<file path="src/rtl/booth_mul32_if.sv">
// Handshake and data bus for the 32x32 signed Booth multiplier.
// The master issues start/clear with operands; the slave returns the
// registered product, a one-cycle load strobe and a done level.
interface booth_mul32_if;
    logic        op_start;
    logic        op_clear;
    logic [31:0] multiplicand;
    logic [31:0] multiplier;
    logic [63:0] result;
    logic        result_en;
    logic        op_done;

    modport master (
        output op_start,
        output op_clear,
        output multiplicand,
        output multiplier,
        input  result,
        input  result_en,
        input  op_done
    );

    modport slave (
        input  op_start,
        input  op_clear,
        input  multiplicand,
        input  multiplier,
        output result,
        output result_en,
        output op_done
    );
endinterface

</file>
<file path="src/rtl/booth_mul32.sv">
// Sequential radix-2 Booth multiplier, 32x32 signed -> 64-bit product.
// One Booth step per EXEC cycle on {U,L,q}; U is 33 bits wide so that
// subtracting A = -2^31 cannot overflow. The product {U[31:0],L} is
// captured into the result register on completion with a one-cycle
// result_en strobe for the downstream enabled register.
module booth_mul32 (
    input  logic          clk,
    input  logic          reset_n,
    booth_mul32_if.slave  bus
);
    localparam logic [1:0] ST_IDLE = 2'd0;
    localparam logic [1:0] ST_EXEC = 2'd1;
    localparam logic [1:0] ST_DONE = 2'd2;

    logic [1:0]  state_q,     state_d;
    logic [31:0] a_q,         a_d;
    logic [32:0] u_q,         u_d;
    logic [31:0] l_q,         l_d;
    logic        q_q,         q_d;
    logic [5:0]  cnt_q,       cnt_d;
    logic [63:0] result_q,    result_d;
    logic        result_en_q, result_en_d;

    logic [32:0] a_ext;
    logic [32:0] u_sum;

    // Booth add/subtract of the sign-extended multiplicand selected by {L[0],q}
    always_comb begin
        a_ext = {a_q[31], a_q};
        case ({l_q[0], q_q})
            2'b01:   u_sum = u_q + a_ext;
            2'b10:   u_sum = u_q - a_ext;
            default: u_sum = u_q;
        endcase
    end

    // Next-state logic: clear beats start; start accepted in IDLE and DONE only
    always_comb begin
        state_d     = state_q;
        a_d         = a_q;
        u_d         = u_q;
        l_d         = l_q;
        q_d         = q_q;
        cnt_d       = cnt_q;
        result_d    = result_q;
        result_en_d = 1'b0;

        if (bus.op_clear) begin
            state_d  = ST_IDLE;
            result_d = 64'h0;
            u_d      = 33'h0;
            l_d      = 32'h0;
            q_d      = 1'b0;
            cnt_d    = 6'd0;
        end else begin
            case (state_q)
                ST_IDLE, ST_DONE: begin
                    if (bus.op_start) begin
                        a_d     = bus.multiplicand;
                        u_d     = 33'h0;
                        l_d     = bus.multiplier;
                        q_d     = 1'b0;
                        cnt_d   = 6'd0;
                        state_d = ST_EXEC;
                    end
                end
                ST_EXEC: begin
                    if (cnt_q[5]) begin
                        // All 32 steps done: publish the product
                        state_d     = ST_DONE;
                        result_d    = {u_q[31:0], l_q};
                        result_en_d = 1'b1;
                    end else begin
                        // Arithmetic right shift of {U,L,q}, U sign replicated
                        u_d   = {u_sum[32], u_sum[32:1]};
                        l_d   = {u_sum[0], l_q[31:1]};
                        q_d   = l_q[0];
                        cnt_d = cnt_q + 6'd1;
                    end
                end
                default: state_d = ST_IDLE;
            endcase
        end
    end

    // State registers with synchronous active-low reset
    always_ff @(posedge clk) begin
        if (!reset_n) begin
            state_q     <= ST_IDLE;
            a_q         <= 32'h0;
            u_q         <= 33'h0;
            l_q         <= 32'h0;
            q_q         <= 1'b0;
            cnt_q       <= 6'd0;
            result_q    <= 64'h0;
            result_en_q <= 1'b0;
        end else begin
            state_q     <= state_d;
            a_q         <= a_d;
            u_q         <= u_d;
            l_q         <= l_d;
            q_q         <= q_d;
            cnt_q       <= cnt_d;
            result_q    <= result_d;
            result_en_q <= result_en_d;
        end
    end

    assign bus.result    = result_q;
    assign bus.result_en = result_en_q;
    assign bus.op_done   = (state_q == ST_DONE);
endmodule

</file>
<file path="src/flat_wrapper.sv">
// flat-port wrapper written by rule: the top's interface ports become plain ports
module booth_mul32_flat 
  (clk, reset_n, bus_op_start, bus_op_clear, bus_multiplicand, bus_multiplier, bus_result, bus_result_en, bus_op_done);
  booth_mul32_if bus_i ();
  input  logic clk;
  input  logic reset_n;
  input wire logic [$bits(bus_i.op_start)-1:0] bus_op_start;
  input wire logic [$bits(bus_i.op_clear)-1:0] bus_op_clear;
  input wire logic [$bits(bus_i.multiplicand)-1:0] bus_multiplicand;
  input wire logic [$bits(bus_i.multiplier)-1:0] bus_multiplier;
  output wire logic [$bits(bus_i.result)-1:0] bus_result;
  output wire logic [$bits(bus_i.result_en)-1:0] bus_result_en;
  output wire logic [$bits(bus_i.op_done)-1:0] bus_op_done;
  assign bus_i.op_start = bus_op_start;
  assign bus_i.op_clear = bus_op_clear;
  assign bus_i.multiplicand = bus_multiplicand;
  assign bus_i.multiplier = bus_multiplier;
  assign bus_result = bus_i.result;
  assign bus_result_en = bus_i.result_en;
  assign bus_op_done = bus_i.op_done;
  booth_mul32 u_core (.clk(clk), .reset_n(reset_n), .bus(bus_i));
endmodule
</file>
<file path="config.mk">
export PLATFORM = sky130hd
export DESIGN_NAME = booth_mul32_flat
export DESIGN_NICKNAME = d
export VERILOG_FILES = /design/src/rtl/booth_mul32_if.sv /design/src/rtl/booth_mul32.sv /design/src/flat_wrapper.sv
export SDC_FILE = /design/constraint.sdc
export NUM_CORES = 1
export LEC_CHECK = 0
export CORE_AREA = 2 2 139 141
export CTS_BUF_LIST = sky130_fd_sc_hd__clkbuf_4 sky130_fd_sc_hd__clkbuf_8 sky130_fd_sc_hd__clkbuf_16
export CTS_CLUSTER_DIAMETER = 150
export DETAILED_ROUTE_END_ITERATION = 7
export DIE_AREA = 0 0 141 143
export PLACE_DENSITY_LB_ADDON = 0.1
export SLEW_MARGIN = 25
export SYNTH_ARGS = -nofsm -noshare
export SYNTH_HDL_FRONTEND = slang
export SYNTH_SLANG_ARGS = --single-unit
</file>
<file path="constraint.sdc">
create_clock -name clk -period 3.54 [get_ports clk]
set_input_delay 1.062 -clock clk [delete_from_list [all_inputs] [get_ports clk]]
set_output_delay 1.062 -clock clk [all_outputs]
set_load 0.05 [all_outputs]
</file>
## Yosys cells after proc, flatten, opt, wreduce, memory -nomap -nowiden

Index checks and enable logic that the tools add are counted.

- Bitwise gates (word level): 3
- Eq/ne operators: 7
- $add $sub $neg: 3
- Muxes and demuxes: 17
- Reductions and logical operators: 10

Operators with widths:

| operator | number |
|---|---|
| $pmux 33 s2 | 2 |
| $mux 33 | 2 |
| $mux 32 | 2 |
| $pmux 32 s2 | 1 |
| $add 33x33->33 | 1 |
| $sub 33x33->33 | 1 |
| $mux 6 | 2 |
| $pmux 6 s2 | 1 |
| $add 6x1->6 const B | 1 |
| $reduce_and 2->1 | 3 |
| $reduce_and 3->1 | 2 |
| $eq 2x1->1 const B | 2 |
| $eq 2x2->1 const B | 2 |
| $mux 2 | 2 |
| $ne 2x2->1 const B | 2 |
| $pmux 2 s2 | 1 |
| $reduce_or 2->1 | 2 |
| $mux 1 | 3 |
| $not 1->1 | 3 |
| $reduce_or 3->1 | 1 |
| $logic_not 2->1 | 1 |
| $ne 2x1->1 const B | 1 |
| $pmux 1 s2 | 1 |
| $reduce_bool 2->1 | 1 |

- Input port bits: 68
- Logic and storage cells: 49
- Output and inout bits: 66
- Flip-flop bits (word level): 171

## Longest topological paths before layout

Gate-level depths: netlist of the first run.

- Word-level depth: 4
- Gate-level depth with buffers: 18
- Gate-level depth less buffers: 17

## Worst setup path before layout of the first run

OpenSTA, ideal clock, no wires.

- Path kind: register to register
- Start point: register u_core.a_q[6]
- End point: register u_core.u_q[30]
- Path buffers: 1
- Data required time: 3445 ps
- Library setup time: 95 ps
- Stages on the path, launching flop included: 18
- Period minus slack after synthesis: 3509 ps
- Slack: 31 ps
- Arrival: 3413 ps
- Path through: dfxtp_1 or4_4 nor3_2 and2_1 nand2_1 nor3_2 a21oi_1 xnor2_1 ha_1 clkbuf_1 inv_1 o21ai_0 a21o_1 nor2b_1 o41ai_1 o21ai_0 xor2_1 a221oi_1

- Longest elaborated chain between the ends: 4
- Elaborated cells between the ends (all ways): 5
- Classes of those cells: add/sub: 2; mux: 3

Ends and longest elaborated chain:

| what | RTL line | RTL |
|---|---|---|
| from (decl) | booth_mul32.sv:16 | `logic [31:0] a_q, a_d;` |
| from (signal assigned) | booth_mul32.sv:90 | `a_q <= 32'h0;` |
| from (signal assigned) | booth_mul32.sv:99 | `a_q <= a_d;` |
| $sub 33x33->33 / $add 33x33->33 (equally long branches) | booth_mul32.sv:32, booth_mul32.sv:31 |  |
| $pmux 33 s2 * | booth_mul32.sv:30 | `case ({l_q[0], q_q})` |
| $mux 33 * | booth_mul32.sv:68 | `if (cnt_q[5]) begin` |
| $pmux 33 s2 * | booth_mul32.sv:56 | `case (state_q)` |
| to (signal assigned) | booth_mul32.sv:100 | `u_q <= u_d;` |
| to (decl) | booth_mul32.sv:17 | `logic [32:0] u_q, u_d;` |

Every way passes the cells marked *; elsewhere a longest branch is shown, timed or not. The select of a mux whose other input is x is not followed.
A chain may end at the register's enable or synchronous reset.

## Final worst setup path of the first run

- Start point: register u_core.a_q[8]
- End point: register u_core.u_q[26]

Same word-level chain as after synthesis.

==> flow_summary.json, run 1 <==
{
  "setup_violations": 0,
  "hpwl_um": 17150,
  "synth_cell_types": 56,
  "ys_seq_elements": 170,
  "critical-path-max-stage-delay_ps": 550,
  "finalCriticalPeriod_ps": 3531,
  "htreeDepth": 4,
  "met1_usage": 0.3342,
  "rsz0062_at_grt": "yes",
  "grt_max_degree": 131,
  "gr-usage-met3": 0.04259,
  "grt.total_usage": 0.2359,
  "cp_max_fo": 4,
  "finalPower_uw": 4899,
  "drv_cap": 0,
  "grt_pass1_wl_um": 38660,
  "startpoint_type": "register",
  "initial_core_util": 0.4807,
  "yosysSeqAreaShare": 0.3811,
  "ant_nets": 0,
  "synth_edf_count": 0,
  "finalHoldViolCount": 0,
  "area_growth_pct": 32.66,
  "internal-power_uw": 3417,
  "cellLeakagePower_uw": 0.004404,
  "clkPwrFrac": 0.369,
  "p_comb_frac": 0.225,
  "fin_util": 0.6376,
  "numCtsBuffers": 17,
  "met2_usage": 0.3733,
  "r2r_slack_ps": 9,
  "ir_drop_uv": 319.1,
  "busiest_layer": "met2",
  "endpoint_kind": "register",
  "syn_avg_cell_area_sq_um": 7.582,
  "grt_antenna_before_repair": 0,
  "drt_wl_total_um": 23850,
  "hp-class": "register to register",
  "r2r_end": "u_core.u_q[26]",
  "synthCells": 1178,
  "crit_type": "register to register",
  "initialDrtViolationCount": 580,
  "portBuffers": 133,
  "wl_per_cell_um": 15.00,
  "synth_fp_nets": 1282,
  "timing.rr.start": "u_core.a_q[8]",
  "netlist_area_sq_um": 8931,
  "finalMaxSlewViolations": 0,
  "fin_crit_sh": 0.9973,
  "fp.dieH_um": 143,
  "p_seq_frac": 0.406,
  "coreArea_sq_um": 18580,
  "r2r_cells": 16,
  "drc": 0,
  "first_pass_iters": 6,
  "clkSinkCount": 170,
  "async_flop_share": 0,
  "cts_root_buffer": "clkbuf_16",
  "hold_depth": 2,
  "clk_latency_ps": 440,
  "cts_tree": "done",
  "dieArea_sq_um": 20160,
  "max_freq_mhz": 283.2,
  "swShare": 0.3025,
  "vias": 8593,
  "place_area_sq_um": 10940,
  "status": "finished, final reports clean",
  "grt_pass1_vias": 7806,
  "slowest_stage": "or4_4",
  "top_level_ports": 134,
  "die_w_um": 141,
  "drive_gt1_frac": 0.1438,
  "ys_warn_count": 0,
  "hold_end": "u_core.bus.result[7]",
  "finalClockSkew_ps": 12.80,
  "worstPathRequired_ps": 3870,
  "clk_pin_slew_worst_paths_ps": 70,
  "hp-start": "u_core.bus.result[7]",
  "critPathArrivalTime_ps": 3860,
  "crit_chain": "or4_4 -> nor3_4 -> and2_4 -> nand2_4 -> nor3_4 -> a21oi_1 -> xnor2_1 -> ha_1 -> nand2_2 -> o21bai_1 -> a21oi_2 -> and2_1 -> o311ai_2 -> nand2_1 -> xor2_1 -> a221oi_1",
  "power.switching_uw": 1482,
  "fin_area_sq_um": 11850,
  "grt-ovfl-total": 0,
  "worst_pin_slew_ps": 822.9,
  "n_antenna_cell": 0,
  "avgViaCountPerCell": 5.404,
  "fin_nets": 1447,
  "place.gp.congestion": 0.8983,
  "cts_buffer_depth": 2,
  "num_rows": 50,
  "synth_ff_type": "dfxtp_1",
  "crit_path_frequent_cell": "nor3_4",
  "max_slew_margin": 0.4514,
  "power_density_nw_per_um2": 413.5
}
timing repair:
| item | in CTS | in global routing |
|---|---|---|
| cloned | 0 | 0 |
| hold buffers | 0 | 0 |
| setup endpoints to repair | 6 | 20 |
| gates resized for setup | 5 | 71 |
| setup buffers | 0 | 9 |
| pin swaps | 0 | 37 |
logic make-up after synthesis:
kind of cell / count (synthesis) / share of synthesized area
AO/OA/AOI/OAI: 328 / 0.2354
XOR/XNOR: 54 / 0.05296
adder cells (fa/ha/maj): 36 / 0.05127
buffers and inverters: 101 / 0.04287
flip-flops: 170 / 0.3811
multiplexers: 3 / 0.003362
AND/OR/NAND/NOR: 486 / 0.2331
sequential cells by signal, indices dropped and copies added (netlist names):
register	cells
u_core.bus.result	64
u_core.a_q	32
u_core.l_q	32
u_core.u_q	32
u_core.cnt_q	6
u_core.state_q	2
u_core.bus.result_en	1
u_core.q_q	1
cells in the mapped netlist (3+ instances only):
master	count	area (sq um)
a22oi_1	13	97.59
xor2_1	18	157.7
inv_1	24	90.09
nor2_1	82	307.8
nand2_1	304	1141
nor2b_1	7	43.79
o21ai_0	33	165.2
nand3_1	23	115.1
nand4_1	6	37.54
nor3_1	24	120.1
a311oi_1	31	271.5
a222oi_1	5	50.05
a211oi_1	6	45.04
buf_2	3	15.01
and2_1	3	18.77
a21o_1	17	127.6
nand2b_1	8	50.05
o31ai_1	3	22.52
clkbuf_1	68	255.2
a21oi_1	130	650.6
o21a_1	7	52.55
o22ai_1	10	62.56
dfxtp_1	170	3403
a221oi_1	3	26.28
a31oi_1	11	68.82
o211ai_1	6	45.04
and3_1	6	37.54
mux2i_1	3	30.03
xnor2_1	36	315.3
ha_1	35	437.9
nor3b_1	3	22.52
o21bai_1	3	22.52
buf_1	6	22.52
a41oi_1	4	35.03
a21boi_0	33	247.7
or3_1	4	25.02
per-stage QoR:
stage / instances / setup TNS, ps / setup slack [ps] / hold WS (ps)
after global routing: 1590 / -1364 / -146.2 / 470.0
after CTS: 1581 / 0 / 3.234 / 455.9
after global placement: 1549 / -590.4 / -154.2 / 441.3
after detailed placement: 1549 / -435.7 / -124.9 / 445.6
final: 1590 / 0 / 9.463 / 453.1
after floorplan: 1178 / 0 / 31.46 / 445.6
how the worst max path moves through the flow:
stage / from / to / slack (ps) / depth (start not counted)
2_1_floorplan: u_core.a_q[6] / u_core.u_q[30] / 30 / 17
3_3_place_gp: u_core.a_q[12] / u_core.u_q[30] / -150 / 16
3_5_place_dp: u_core.a_q[12] / u_core.u_q[30] / -120 / 16
4_1_cts: u_core.a_q[6] / u_core.u_q[23] / 3 / 16
5_1_grt: u_core.a_q[8] / u_core.u_q[31] / -150 / 16
6_report: u_core.a_q[8] / u_core.u_q[26] / 9 / 16
worst max-delay path, delay by kind of cell, from the launching register on:
family	cells	cell delay (ps)
adders and majority gates	1	330
xor gates and xnor gates	2	320
DFF	1	320
and+or+nand+nor	8	1690
AOI/OAI and AO/OA	5	780
power groups by stage:
| stage | clock, uW | combinational [uW] | sequential [uW] |
|---|---|---|---|
| global placement | 0 | 980 | 2030 |
| global route | 1920 | 1220 | 1990 |
| floorplan | 0 | 610 | 2020 |
| finish | 1810 | 1100 | 1990 |
| detailed placement | 0 | 983 | 2030 |
| CTS | 1830 | 992 | 1990 |
area by class of cell:
class,count,area (sq um)
Timing Repair Buffer,223,2067
Clock buffer,18,432.9
Clock inverter,14,128.9
Fill cell,1679,6733
Inverter,24,90.09
Multi-Input combinational cell,907,5431
Sequential cell,170,3405
Tap cell,234,292.8
per-layer routing:
layer / vias up / part of all wire
li1: 4441 / -
met1: 3906 / 0.49
met2: 222 / 0.45
met3: 24 / 0.048
met4: 0 / 0.012
met5: - / 0
layout by cell type, fill, tap and decap left out, drive strengths merged, types with 4 or more instances in the layout:
master / netlist / final
nand2: 304 / 304
a41oi: 4 / 4
o211ai: 6 / 6
a21o: 17 / 17
a22oi: 13 / 13
inv: 24 / 33
ha: 35 / 35
a211oi: 6 / 6
clkbuf: 68 / 18
nand2b: 9 / 9
clkinvlp: 0 / 4
a21oi: 130 / 130
dfxtp: 170 / 170
o22ai: 10 / 10
nand4: 6 / 6
a31oi: 11 / 11
or3: 4 / 4
o21a: 7 / 7
o21ai: 35 / 35
clkdlybuf4s50: 0 / 133
a21boi: 33 / 33
nor3: 26 / 26
a311oi: 31 / 31
a222oi: 5 / 5
buf: 9 / 90
nor2b: 7 / 7
and3: 6 / 6
o31ai: 4 / 4
xnor2: 36 / 36
nor2: 82 / 82
xor2: 18 / 18
nand3: 23 / 23
(Power assumes the default switching activity.)
==> inputs of run 2 (changes only) <==
--- a/config.mk
+++ b/config.mk
@@ -5,11 +5,11 @@
 export SDC_FILE = /design/constraint.sdc
 export NUM_CORES = 1
 export LEC_CHECK = 0
-export CORE_AREA = 2 2 139 141
+export CORE_AREA = 2 2 131 133
 export CTS_BUF_LIST = sky130_fd_sc_hd__clkbuf_4 sky130_fd_sc_hd__clkbuf_8 sky130_fd_sc_hd__clkbuf_16
 export CTS_CLUSTER_DIAMETER = 150
 export DETAILED_ROUTE_END_ITERATION = 7
-export DIE_AREA = 0 0 141 143
+export DIE_AREA = 0 0 133 135
 export PLACE_DENSITY_LB_ADDON = 0.1
 export SLEW_MARGIN = 25
 export SYNTH_ARGS = -nofsm -noshare
==> constraint.sdc (replaced) <==
create_clock -name clk -period 3.3 [get_ports clk]
set_input_delay 0.99 -clock clk [delete_from_list [all_inputs] [get_ports clk]]
set_output_delay 0.99 -clock clk [all_outputs]
set_load 0.05 [all_outputs]
==> flow_summary.json, run 2 (synthesis results as in run 1) <==
{
  "status": "finished, violations left",
  "violations": "setup timing",
  "max_freq_mhz": 290.6,
  "drive_gt1_frac": 0.1839,
  "drv_cap": 0,
  "startpoint_type": "register",
  "hp-class": "register to register",
  "fp.dieH_um": 135,
  "endpoint_kind": "register",
  "crit_chain": "or4_4 -> nor3_4 -> and2_4 -> a21oi_1 -> xnor2_1 -> ha_1 -> a21o_1 -> a21o_1 -> a21o_1 -> nand2_1 -> o211ai_1 -> o21ai_2 -> a2111oi_0 -> or3_1",
  "finalCriticalPeriod_ps": 3441,
  "fin_crit_sh": 1.043,
  "hpwl_um": 17580,
  "vias": 9064,
  "grt_pass1_wl_um": 40500,
  "rsz0062_at_grt": "yes",
  "cts_tree": "done",
  "wl_per_cell_um": 15.51,
  "num_rows": 47,
  "first_pass_iters": 5,
  "clkSinkCount": 170,
  "crit_family": "simple AND/OR/NAND/NOR gates",
  "layout_common_cells": "297 x nand2_1, 168 x dfxtp_1, 133 x clkdlybuf4s50_1, 132 x buf_4, 112 x a21oi_1",
  "place.gp.congestion": 0.9458,
  "ir_drop_uv": 448.7,
  "cp_max_fo": 5,
  "grt-ovfl-total": 0,
  "fin_area_sq_um": 12320,
  "cellLeakagePower_uw": 0.004728,
  "htreeDepth": 4,
  "seqCellArea_sq_um": 3406,
  "worstPathRequired_ps": 3620,
  "multi_input_area_sq_um": 5553,
  "finalWorstSetupSlack_ps": -141.2,
  "avgViaCountPerCell": 5.585,
  "largest_reg_flops": 64,
  "drc": 0,
  "cts_root_buffer": "clkbuf_16",
  "initial_core_util": 0.5443,
  "numCtsBuffers": 17,
  "max_slew_margin": 0.5378,
  "clk_pin_slew_worst_paths_ps": 70,
  "critical-path-max-stage-delay_ps": 550,
  "crit_path_frequent_cell": "a21o_1",
  "drt_wl_total_um": 25170,
  "worst_pin_slew_ps": 691.6,
  "slowest_stage": "or4_4",
  "placed_cells_incl_taps": 1583,
  "finalHoldViolCount": 0,
  "top_level_ports": 134,
  "critPathArrivalTime_ps": 3760,
  "dieArea_sq_um": 17960,
  "die_w_um": 133,
  "finalClockSkew_ps": 12.24,
  "crit_type": "register to register",
  "cts_buffer_depth": 2,
  "clk_latency_ps": 430,
  "area_growth_pct": 37.91,
  "grt_max_degree": 81,
  "critPathBufInv": 0,
  "grt.total_usage": 0.2745,
  "coreArea_sq_um": 16410,
  "setup_violations": 10,
  "power_density_nw_per_um2": 437.3,
  "portBuffers": 133,
  "setup_tns_ps": -668.0,
  "ant_nets": 0,
  "grt_antenna_before_repair": 0,
  "final_common_cell": "nand2_1",
  "n_antenna_cell": 0,
  "initialDrtViolationCount": 807,
  "grt_pass1_vias": 8241,
  "fin_nets": 1495,
  "place_area_sq_um": 11330,
  "fin_cells": 1623,
  "fillers": 1255,
  "finalMaxSlewViolations": 0
}
==> run 2: cell count changes in the layout (fill, tap and decap cells not counted), moves of 3 or more <==
cell	before	now
xnor2_1	35	31
buf_6	6	2
a21oi_1	115	112
ha_1	34	31
inv_8	6	3
nor3_2	4	1
o21ai_1	4	8
buf_4	81	132
nor3_1	19	23
o21ai_0	26	21
xnor2_2	1	5
==> run 2: what timing repair did <==
item,CTS,global route
hold buffers,0,0
setup buffers,5,5
resized for setup,37,41
endpoints found under the setup margin,14,21
pin swaps,41,19
==> run 2: report_power, final <==
group	leakage [uW]	total, uW	internal (uW)	switching (uW)
sequential	0.00138	2130	2090	40.6
clock	0.000271	1950	1080	878
combinational	0.00308	1300	635	663
total	0.00473	5390	3800	1580
==> run 2: area by class of cell <==
cell class	count	share of cell area
Multi-Input combinational cell	907	0.4508
Sequential cell	170	0.2765
Timing Repair Buffer	271	0.1965
Clock buffer	18	0.03566
Tap cell	220	0.02235
Clock inverter	13	0.01087
Inverter	24	0.007314
==> run 2: path summary, 6_finish.rpt <==
| check | startpoint | slack [ps] | cells after the start | end |
|---|---|---|---|---|
| setup / recovery | u_core.a_q[7] | -140 | 14 | u_core.u_q[29] |
| hold / removal | u_core.bus.result[6] | 450 | 2 | u_core.bus.result[6] |
| setup reg to reg | u_core.a_q[7] | -140 | 14 | u_core.u_q[29] |
| hold reg to reg | u_core.bus.result[6] | 450 | 2 | u_core.bus.result[6] |
==> run 2: per-layer routing <==
metal  GRT usage  part of all wire
met1      0.3755              0.45
met5           0                 0
met3     0.03829             0.060
met2      0.4585              0.47
met4     0.07109             0.019
==> run 2: per-stage QoR <==
| step | total power, uW | util | hold WS, ps | setup WS [ps] |
|---|---|---|---|---|
| global placement | 3321 | 0.6907 | 440.5 | -191.6 |
| global route | 5614 | 0.7507 | 473.2 | -294.8 |
| CTS | 5304 | 0.7368 | 454.6 | -36.39 |
| floorplan | 2856 | - | 445.6 | -71.00 |
| detailed placement | 3334 | 0.6907 | 445.6 | -254.2 |
| finish | 5386 | 0.7507 | 452.5 | -141.2 |
==> run 2: tightest hold or removal path: cells and delay by family (launching register included) <==
kind               cells  cell delay, ps
AOI/OAI and AO/OA      1              50
DFF                    1             310
and+or+nand+nor        1              50
